**src/rtl/cpu_ctrl_pkg.sv**
```systemverilog
`default_nettype none
// ============================================================================
// Module      : cpu_ctrl_pkg
// Description : Shared opcode, ALU function, FSM state and select encodings
//               for the multi-cycle CPU control unit.
// Revision    : 1.0 - initial release
// ============================================================================
package cpu_ctrl_pkg;

  localparam int OPCODE_W = 6;
  localparam int STATE_W  = 3;

  // Opcodes (IR[31:26])
  localparam logic [5:0] OP_ADD   = 6'b000000;
  localparam logic [5:0] OP_SUB   = 6'b000001;
  localparam logic [5:0] OP_ADDI  = 6'b000010;
  localparam logic [5:0] OP_OR    = 6'b010000;
  localparam logic [5:0] OP_AND   = 6'b010001;
  localparam logic [5:0] OP_ORI   = 6'b010010;
  localparam logic [5:0] OP_SLL   = 6'b011000;
  localparam logic [5:0] OP_SLT   = 6'b100110;
  localparam logic [5:0] OP_SLTIU = 6'b100111;
  localparam logic [5:0] OP_SW    = 6'b110000;
  localparam logic [5:0] OP_LW    = 6'b110001;
  localparam logic [5:0] OP_BEQ   = 6'b110100;
  localparam logic [5:0] OP_J     = 6'b111000;
  localparam logic [5:0] OP_JR    = 6'b111001;
  localparam logic [5:0] OP_JAL   = 6'b111010;
  localparam logic [5:0] OP_HALT  = 6'b111111;

  // ALU function codes
  localparam logic [2:0] ALU_ADD  = 3'b000;
  localparam logic [2:0] ALU_SUB  = 3'b001;
  localparam logic [2:0] ALU_SLL  = 3'b010;
  localparam logic [2:0] ALU_OR   = 3'b011;
  localparam logic [2:0] ALU_AND  = 3'b100;
  localparam logic [2:0] ALU_SLTU = 3'b101;
  localparam logic [2:0] ALU_SLT  = 3'b110;

  // Register write-address select
  localparam logic [1:0] REG_R31 = 2'b00;
  localparam logic [1:0] REG_RT  = 2'b01;
  localparam logic [1:0] REG_RD  = 2'b10;

  // Next-PC select
  localparam logic [1:0] PC_NEXT   = 2'b00;
  localparam logic [1:0] PC_BRANCH = 2'b01;
  localparam logic [1:0] PC_RS     = 2'b10;
  localparam logic [1:0] PC_JUMP   = 2'b11;

  // FSM states
  typedef enum logic [2:0] {
    ST_IF     = 3'b000,
    ST_ID     = 3'b001,
    ST_EXE_LS = 3'b010,
    ST_MEM    = 3'b011,
    ST_WB_LD  = 3'b100,
    ST_EXE_BR = 3'b101,
    ST_EXE_AL = 3'b110,
    ST_WB_AL  = 3'b111
  } state_t;

  // True for opcodes that take the EXE_AL / WB_AL path
  function automatic logic is_alu_op(input logic [5:0] op);
    case (op)
      OP_ADD, OP_SUB, OP_ADDI, OP_OR, OP_AND,
      OP_ORI, OP_SLL, OP_SLT, OP_SLTIU: is_alu_op = 1'b1;
      default:                          is_alu_op = 1'b0;
    endcase
  endfunction

endpackage
`default_nettype wire

```
**src/rtl/alu_op_decoder.sv**
```systemverilog
`default_nettype none
// ============================================================================
// Module      : alu_op_decoder
// Description : Combinational operand decode: maps the opcode to the ALU
//               function, B-source, extension mode, shift-amount select and
//               the write-back register select.
// Revision    : 1.0 - initial release
// ============================================================================
module alu_op_decoder
  import cpu_ctrl_pkg::*;
(
  input  logic [5:0] op,
  output logic [2:0] alu_op,
  output logic       alu_src_b,
  output logic       ext_sel,
  output logic       sa_ext,
  output logic [1:0] wb_reg_out
);

  // Opcode to operand-path controls; unlisted opcodes leave everything 0
  always_comb begin
    alu_op     = ALU_ADD;
    alu_src_b  = 1'b0;
    ext_sel    = 1'b0;
    sa_ext     = 1'b0;
    wb_reg_out = REG_R31;
    case (op)
      OP_ADD:   begin alu_op = ALU_ADD;  wb_reg_out = REG_RD; end
      OP_SUB:   begin alu_op = ALU_SUB;  wb_reg_out = REG_RD; end
      OP_OR:    begin alu_op = ALU_OR;   wb_reg_out = REG_RD; end
      OP_AND:   begin alu_op = ALU_AND;  wb_reg_out = REG_RD; end
      OP_SLT:   begin alu_op = ALU_SLT;  wb_reg_out = REG_RD; end
      OP_SLL: begin
        alu_op     = ALU_SLL;
        alu_src_b  = 1'b1;
        sa_ext     = 1'b1;
        wb_reg_out = REG_RD;
      end
      OP_ADDI: begin
        alu_op     = ALU_ADD;
        alu_src_b  = 1'b1;
        ext_sel    = 1'b1;
        wb_reg_out = REG_RT;
      end
      OP_SLTIU: begin
        alu_op     = ALU_SLTU;
        alu_src_b  = 1'b1;
        ext_sel    = 1'b1;
        wb_reg_out = REG_RT;
      end
      OP_ORI: begin
        alu_op     = ALU_OR;
        alu_src_b  = 1'b1;
        ext_sel    = 1'b0;
        wb_reg_out = REG_RT;
      end
      OP_LW, OP_SW: begin
        alu_op    = ALU_ADD;
        alu_src_b = 1'b1;
        ext_sel   = 1'b1;
      end
      OP_BEQ: begin
        alu_op    = ALU_SUB;
        alu_src_b = 1'b0;
      end
      default: ;
    endcase
  end

endmodule
`default_nettype wire

```
**src/rtl/control_unit.sv**
```systemverilog
`default_nettype none
// ============================================================================
// Module      : control_unit
// Description : Multi-cycle CPU control FSM generating every datapath
//               strobe and mux select from the IR opcode and ALU zero flag.
// Revision    : 1.0 - initial release
// ============================================================================
module control_unit
  import cpu_ctrl_pkg::*;
#(
  parameter int OP_W = 6,
  parameter int ST_W = 3
) (
  input  logic            clk,
  input  logic            reset,
  input  logic [OP_W-1:0] decode,
  input  logic            zero,
  output logic            PCWre,
  output logic            IRWre,
  output logic            InsMemRW,
  output logic            RegWre,
  output logic [1:0]      RegOut,
  output logic            WrRegData,
  output logic            ALUSrcB,
  output logic [2:0]      ALUOp,
  output logic            ExtSel,
  output logic            SAExt,
  output logic            ALUM2Reg,
  output logic            DataMemRw,
  output logic [1:0]      PCSrc,
  output logic [ST_W-1:0] state,
  output logic            halted
);

  state_t     st;
  logic [2:0] dec_alu_op;
  logic       dec_src_b;
  logic       dec_ext_sel;
  logic       dec_sa_ext;
  logic [1:0] dec_wb_reg_out;

  assign state = st;

  alu_op_decoder u_alu_op_decoder (
    .op         (decode),
    .alu_op     (dec_alu_op),
    .alu_src_b  (dec_src_b),
    .ext_sel    (dec_ext_sel),
    .sa_ext     (dec_sa_ext),
    .wb_reg_out (dec_wb_reg_out)
  );

  // State sequencing and halt latch; halt freezes the FSM at ID until reset
  always_ff @(posedge clk or posedge reset) begin
    if (reset) begin
      st     <= ST_IF;
      halted <= 1'b0;
    end else if (!halted) begin
      case (st)
        ST_IF: st <= ST_ID;
        ST_ID: begin
          if (decode == OP_HALT) begin
            halted <= 1'b1;
          end else if (decode == OP_BEQ) begin
            st <= ST_EXE_BR;
          end else if (decode == OP_LW || decode == OP_SW) begin
            st <= ST_EXE_LS;
          end else if (is_alu_op(decode)) begin
            st <= ST_EXE_AL;
          end else begin
            // j, jr, jal and unknown opcodes finish in ID
            st <= ST_IF;
          end
        end
        ST_EXE_AL: st <= ST_WB_AL;
        ST_WB_AL:  st <= ST_IF;
        ST_EXE_BR: st <= ST_IF;
        ST_EXE_LS: st <= ST_MEM;
        ST_MEM:    st <= (decode == OP_LW) ? ST_WB_LD : ST_IF;
        ST_WB_LD:  st <= ST_IF;
        default:   st <= ST_IF;
      endcase
    end
  end

  // Output decode from the current state. ID depends on the opcode that was
  // loaded into IR at the IF->ID edge, so these cannot be precomputed a cycle
  // earlier; EXE_BR additionally follows the live zero flag.
  always_comb begin
    PCWre     = 1'b0;
    IRWre     = 1'b0;
    InsMemRW  = 1'b0;
    RegWre    = 1'b0;
    RegOut    = REG_R31;
    WrRegData = 1'b0;
    ALUSrcB   = 1'b0;
    ALUOp     = ALU_ADD;
    ExtSel    = 1'b0;
    SAExt     = 1'b0;
    ALUM2Reg  = 1'b0;
    DataMemRw = 1'b0;
    PCSrc     = PC_NEXT;
    if (!halted) begin
      // Operand decode is valid from EXE through write-back
      if (st != ST_IF && st != ST_ID) begin
        ALUOp   = dec_alu_op;
        ALUSrcB = dec_src_b;
        ExtSel  = dec_ext_sel;
        SAExt   = dec_sa_ext;
      end
      case (st)
        ST_IF: begin
          IRWre    = 1'b1;
          InsMemRW = 1'b1;
        end
        ST_ID: begin
          case (decode)
            OP_J: begin
              PCSrc = PC_JUMP;
              PCWre = 1'b1;
            end
            OP_JR: begin
              PCSrc = PC_RS;
              PCWre = 1'b1;
            end
            OP_JAL: begin
              RegWre    = 1'b1;
              RegOut    = REG_R31;
              WrRegData = 1'b0;
              PCSrc     = PC_JUMP;
              PCWre     = 1'b1;
            end
            OP_BEQ, OP_LW, OP_SW, OP_HALT: ;
            default: begin
              // Unknown opcodes execute as a nop
              if (!is_alu_op(decode)) begin
                PCSrc = PC_NEXT;
                PCWre = 1'b1;
              end
            end
          endcase
        end
        ST_EXE_AL: ALUM2Reg = 1'b0;
        ST_WB_AL: begin
          RegWre    = 1'b1;
          WrRegData = 1'b1;
          RegOut    = dec_wb_reg_out;
          PCSrc     = PC_NEXT;
          PCWre     = 1'b1;
        end
        ST_EXE_BR: begin
          PCWre = 1'b1;
          PCSrc = zero ? PC_BRANCH : PC_NEXT;
        end
        ST_EXE_LS: ALUOp = ALU_ADD;
        ST_MEM: begin
          if (decode == OP_SW) begin
            DataMemRw = 1'b1;
            PCWre     = 1'b1;
            PCSrc     = PC_NEXT;
          end else begin
            ALUM2Reg = 1'b1;
          end
        end
        ST_WB_LD: begin
          RegWre    = 1'b1;
          RegOut    = REG_RT;
          WrRegData = 1'b1;
          PCWre     = 1'b1;
          PCSrc     = PC_NEXT;
        end
        default: ;
      endcase
    end
  end

endmodule
`default_nettype wire

```
**config.mk**
```make
export PLATFORM = sky130hd
export DESIGN_NAME = control_unit
export DESIGN_NICKNAME = d
export VERILOG_FILES = /design/src/rtl/cpu_ctrl_pkg.sv /design/src/rtl/alu_op_decoder.sv /design/src/rtl/control_unit.sv
export SDC_FILE = /design/constraint.sdc
export NUM_CORES = 1
export LEC_CHECK = 0
export CAP_MARGIN = 25
export CORE_MARGIN = 4
export CORE_UTILIZATION = 45
export DETAILED_ROUTE_END_ITERATION = 8
export PLACE_DENSITY = 0.79
export SLEW_MARGIN = 20
export SYNTH_ARGS = -nofsm -noshare
export SYNTH_HDL_FRONTEND = slang
export SYNTH_HIERARCHICAL = 1
export SYNTH_SLANG_ARGS = --single-unit
```
**constraint.sdc**
```tcl
create_clock -name clk -period 1.4 [get_ports clk]
set_input_delay 0.14 -clock clk [delete_from_list [all_inputs] [get_ports clk]]
set_output_delay 0.14 -clock clk [all_outputs]
set_load 0.01 [all_outputs]
```
==> results of run 1 <==
==> synthesized netlist by cell type (2+ instances only) <==
cell / number
buf_4: 8
and3_1: 2
nand2b_1: 3
a21oi_1: 9
o211ai_1: 3
or2b_1: 2
nor2_1: 9
nand4b_1: 4
buf_6: 3
or3_1: 3
a211oi_1: 2
or2_2: 2
nand3_1: 2
o31ai_1: 3
nor4_1: 3
nand4_1: 3
o21ai_1: 2
o21ai_0: 5
nor3_1: 6
inv_1: 7
dfrtp_1: 4
nand2_1: 3
and2_1: 7
nor2b_1: 2
==> cells by family after synthesis <==
kind of cell           count (synthesis)  share of synthesized area
AO/OA/AOI/OAI                         33                      0.254
buffers and inverters                 19                      0.143
flip-flops                             4                      0.114
multiplexers                           1                     0.0114
AND/OR/NAND/NOR                       62                      0.477
==> metrics by stage <==
stage	TNS (ns)	cells	instance area, µm²	setup slack [ns]
floorplan	-0.0283	119	887	-0.0283
detailed placement	-14.19	199	1400	-0.963
CTS	-3.09	218	1640	-0.231
global placement	-13.26	199	1400	-0.922
==> repair_timing <==
action	CTS
resized for setup	146
hold buffers	0
cloned	1
hold endpoints to repair	0
buffers inserted	15
pin swaps	25
endpoints found under the setup margin	24
==> reports/results.txt, run 1 <==
Worst_ep grt = RegWre
Initial Utilization = 0.491
Worst-path end type = primary output
Synth Register Bits = 4
Post-synth top area cell = dfrtp_1
Dpl hpwl = 2300 µm
Yosys cell types = 46
Cells after synthesis = 119
Failing step = global routing
Synth top area share = 0.114
Status = aborted with a tool error
Asr flop ratio synth = 1.00
Die Span Y = 52.1 µm
Synth Warn # = 6
Die X-Extent = 52.1 µm
Port bufs = 29
Register area share after synthesis = 0.114
EDFF count, synth = 0
Avg Cell Area, Syn = 7.36 µm²
Row Count = 15
Largest net degree at the start of global routing = 12
Routability-driven placement congestion ratio = 0.874
Synthesized cell area = 876 µm²
IO Count = 30
Area contributors post-synth = dfrtp_1 11%, buf_4 6.9%, a21oi_1 5.1%
Root Buffer = clkbuf_4
Ys flop type = dfrtp_1
Clock Tree Buf Depth = 2
Syn Nets = 128
Initial antenna violation count = 0
Stop Error = [ERROR DPL-0033] detailed placement checks failed during check placement.
Clock Sinks = 4
Inserted Clock Buffers = 3
H-tree levels = 1
==> inputs of run 2 (changes only) <==
--- a/config.mk
+++ b/config.mk
@@ -6,10 +6,10 @@
 export NUM_CORES = 1
 export LEC_CHECK = 0
 export CAP_MARGIN = 25
-export CORE_MARGIN = 4
-export CORE_UTILIZATION = 45
+export CORE_AREA = 4 4 65 67
 export DETAILED_ROUTE_END_ITERATION = 8
-export PLACE_DENSITY = 0.79
+export DIE_AREA = 0 0 69 71
+export PLACE_DENSITY_LB_ADDON = 0.15
 export SLEW_MARGIN = 20
 export SYNTH_ARGS = -nofsm -noshare
 export SYNTH_HDL_FRONTEND = slang
==> reports/results.txt, run 2 <==
Post-route cell area = 1810 µm²
Crit path time final = 1.52 ns
DIE AREA = 4900 µm²
Asr flop ratio synth = 1.00 (unchanged)
Initial antenna violation count = 0
IO Count = 30 (unchanged)
Req. time, crit path = 1.26 ns
Ys flop type = dfrtp_1 (unchanged)
DP Area = 1440 µm² (was 1400 µm²)
Worst hold slack = 0.0911 ns
Register area share after synthesis = 0.114 (unchanged)
Violated checks = setup timing
Synthesized cell area = 876 µm² (unchanged)
CP dominant cell by count = buf_6
Number of remaining DRC errors = 0
Die Span Y = 71 µm (was 52.1 µm)
Post-synth top area cell = dfrtp_1 (unchanged)
Post-synth top cells = 9 x a21oi_1, 9 x nor2_1, 8 x buf_4 (unchanged)
Most common cell after layout, fill and taps aside = buf_4
Period utilization = 1.09
Status = finished, violations left (was aborted with a tool error)
Diodes inserted = 0
Fin. Hold Viols = 0
Arrival time worst endpoint = 1.38 ns
Avg Cell Area, Syn = 7.36 µm² (unchanged)
Worst-margin pin slew = 0.309 ns
First-pass GRT wire length = 5540 µm
H-tree levels = 1 (unchanged)
Startpoint types = flip-flop
CP Buf/Inv Count = 4
Final non-filler cell total = 242
Met3 usage = 0.0185
Dpl hpwl = 2300 µm (about the same)
Area contributors post-synth = dfrtp_1 11%, buf_4 6.9%, a21oi_1 5.1% (unchanged)
Total wire length = 3300 µm
Core ar. = 3630 µm²
Syn Nets = 128 (unchanged)
Synth Register Bits = 4 (unchanged)
DP Cell Count = 224 (was 199)
Busiest metal layer after global routing = met2
Setup Viol. Count Final = 15
EDFF count, synth = 0 (unchanged)
Root Buffer = clkbuf_8 (was clkbuf_4)
Synth top area share = 0.114 (unchanged)
Leakage = 0.816 nW
Met1 Use GR = 0.157
# hold bufs at CTS = 0 (unchanged)
Peak VDD IR = 0.365 mV
Routability-driven placement congestion ratio = 0.805 (was 0.874)
Yosys cell types = 46 (unchanged)
Inserted Clock Buffers = 3 (unchanged)
Largest net degree at the start of global routing = 10
Row Count = 22 (was 15)
Max-slew violations = 0
Max-slew headroom = 0.793
Clock Tree Buf Depth = 2 (unchanged)
Vias per std cell = 4.90
Port bufs = 29 (unchanged)
Clk_skew = 0.00508 ns
CTS tree = done
Worst-path cell chain = buf_6 -> buf_6 -> inv_4 -> nor2_2 -> o32ai_2 -> buf_2
Min-delay worst type = input pin to async pin
PnR worst setup slack = -0.120 ns
Fmax achieved = 0.658 GHz
Antenna Nets Post-Route = 0
Via count = 1187
Number of max-cap violations = 0
Max reg flops = 3
Critical Setup Path Class = flip-flop to output pin
Most frequent cells in the layout = 34 x buf_4, 22 x buf_6, 17 x buf_2, 6 x and2_1, 6 x a21oi_1
TNS Setup = -0.915 ns
Slowest-stage cell, CP = dfrtp_1
Initial DRC count = 85
Cells after synthesis = 119 (unchanged)
Filler Cells Inserted = 381
WL per Instance = 13.6 µm
Unrepaired setup endpoints after global routing = yes
CP endpoint kind = output pin
Vias in the first global route = 1193
Die X-Extent = 69 µm (was 52.1 µm)
Area Growth Syn to Fin = 107%
Share of cells above drive strength 1 = 0.644
DRT Pass-1 Iters = 4
CP max stage delay = 0.39 ns
Final nets = 205
Initial Utilization = 0.241 (was 0.491)
Crit path max fanout = 6
Synth Warn # = 6 (unchanged)
Pwr per Cell Area = 1250 nW/µm²
Register clock-pin slew on the reported worst setup and hold paths = 0.03 ns
Total GRT Usage = 0.136
Worst skew pair latency = 0.22 ns
Met2 Usage GRT = 0.238
Crit path max-delay family = buffers and inverters
GRT Residual Overflow = 0
Clock Sinks = 4 (unchanged)
[run 2: cell counts after synthesis]
Identical to the previous run, type by type.
[run 2: logic make-up after synthesis]
logic type | Yosys count | share of synthesized area
compound gates | 33 | 0.254
buf+inv | 19 | 0.143
flops | 4 | 0.114
mux | 1 | 0.0114
simple gates | 62 | 0.477
[run 2: area by class of cell]
type	instances	area [µm²]	area share
clock buffers	3	41.3	0.0228
inverters	7	31.3	0.0173
multi-input cells	96	840	0.463
flip-flops and latches	4	103	0.0566
well taps	48	60.1	0.0331
repair buffers	84	738	0.407
[run 2: what timing repair did]
action | 4_1_cts | 5_1_grt
resized for setup | 140 | 41
cloned | 0 | 1
endpoints found under the setup margin | 24 | 21
setup buffers | 8 | 8
pin swaps | 24 | 19
[run 2: where the power goes]
group | switching, mW | internal, mW | leakage [nW] | total (mW)
registers | 0.0616 | 0.171 | 0.0487 | 0.233
clock network | 0.0664 | 0.184 | 0.0216 | 0.250
logic | 0.831 | 0.944 | 0.745 | 1.78
total | 0.959 | 1.30 | 0.816 | 2.26
[run 2: layer usage]
layer	part of all wire	vias up
met5	0	-
li1	-	599
met3	0.038	8
met2	0.51	30
met4	0.029	0
met1	0.42	550
[run 2: path summary, 6_finish.rpt]
kind / start / end / slack [ns] / depth (start not counted)
max reg2reg: state[1] / state[0] / -0.02 / 7
max: state[1] / PCWre / -0.12 / 6
min: reset / halted / 0.09 / 2
max in group asynchronous: reset / state[2] / 1.16 / 2
min reg2reg: state[0] / state[0] / 0.70 / 3
min in group clk: decode[3] / state[2] / 0.41 / 5
[run 2: through the flow]
step	power, mW	setup slack (ns)	utilization
floorplan	0.901	-0.0283	-
CTS	1.97	-0.153	0.444
global route	2.42	-0.211	0.499
detailed placement	1.59	-1.01	0.396
finish	2.26	-0.120	0.499
global placement	1.59	-0.964	0.396
(Power assumes the default switching activity.)
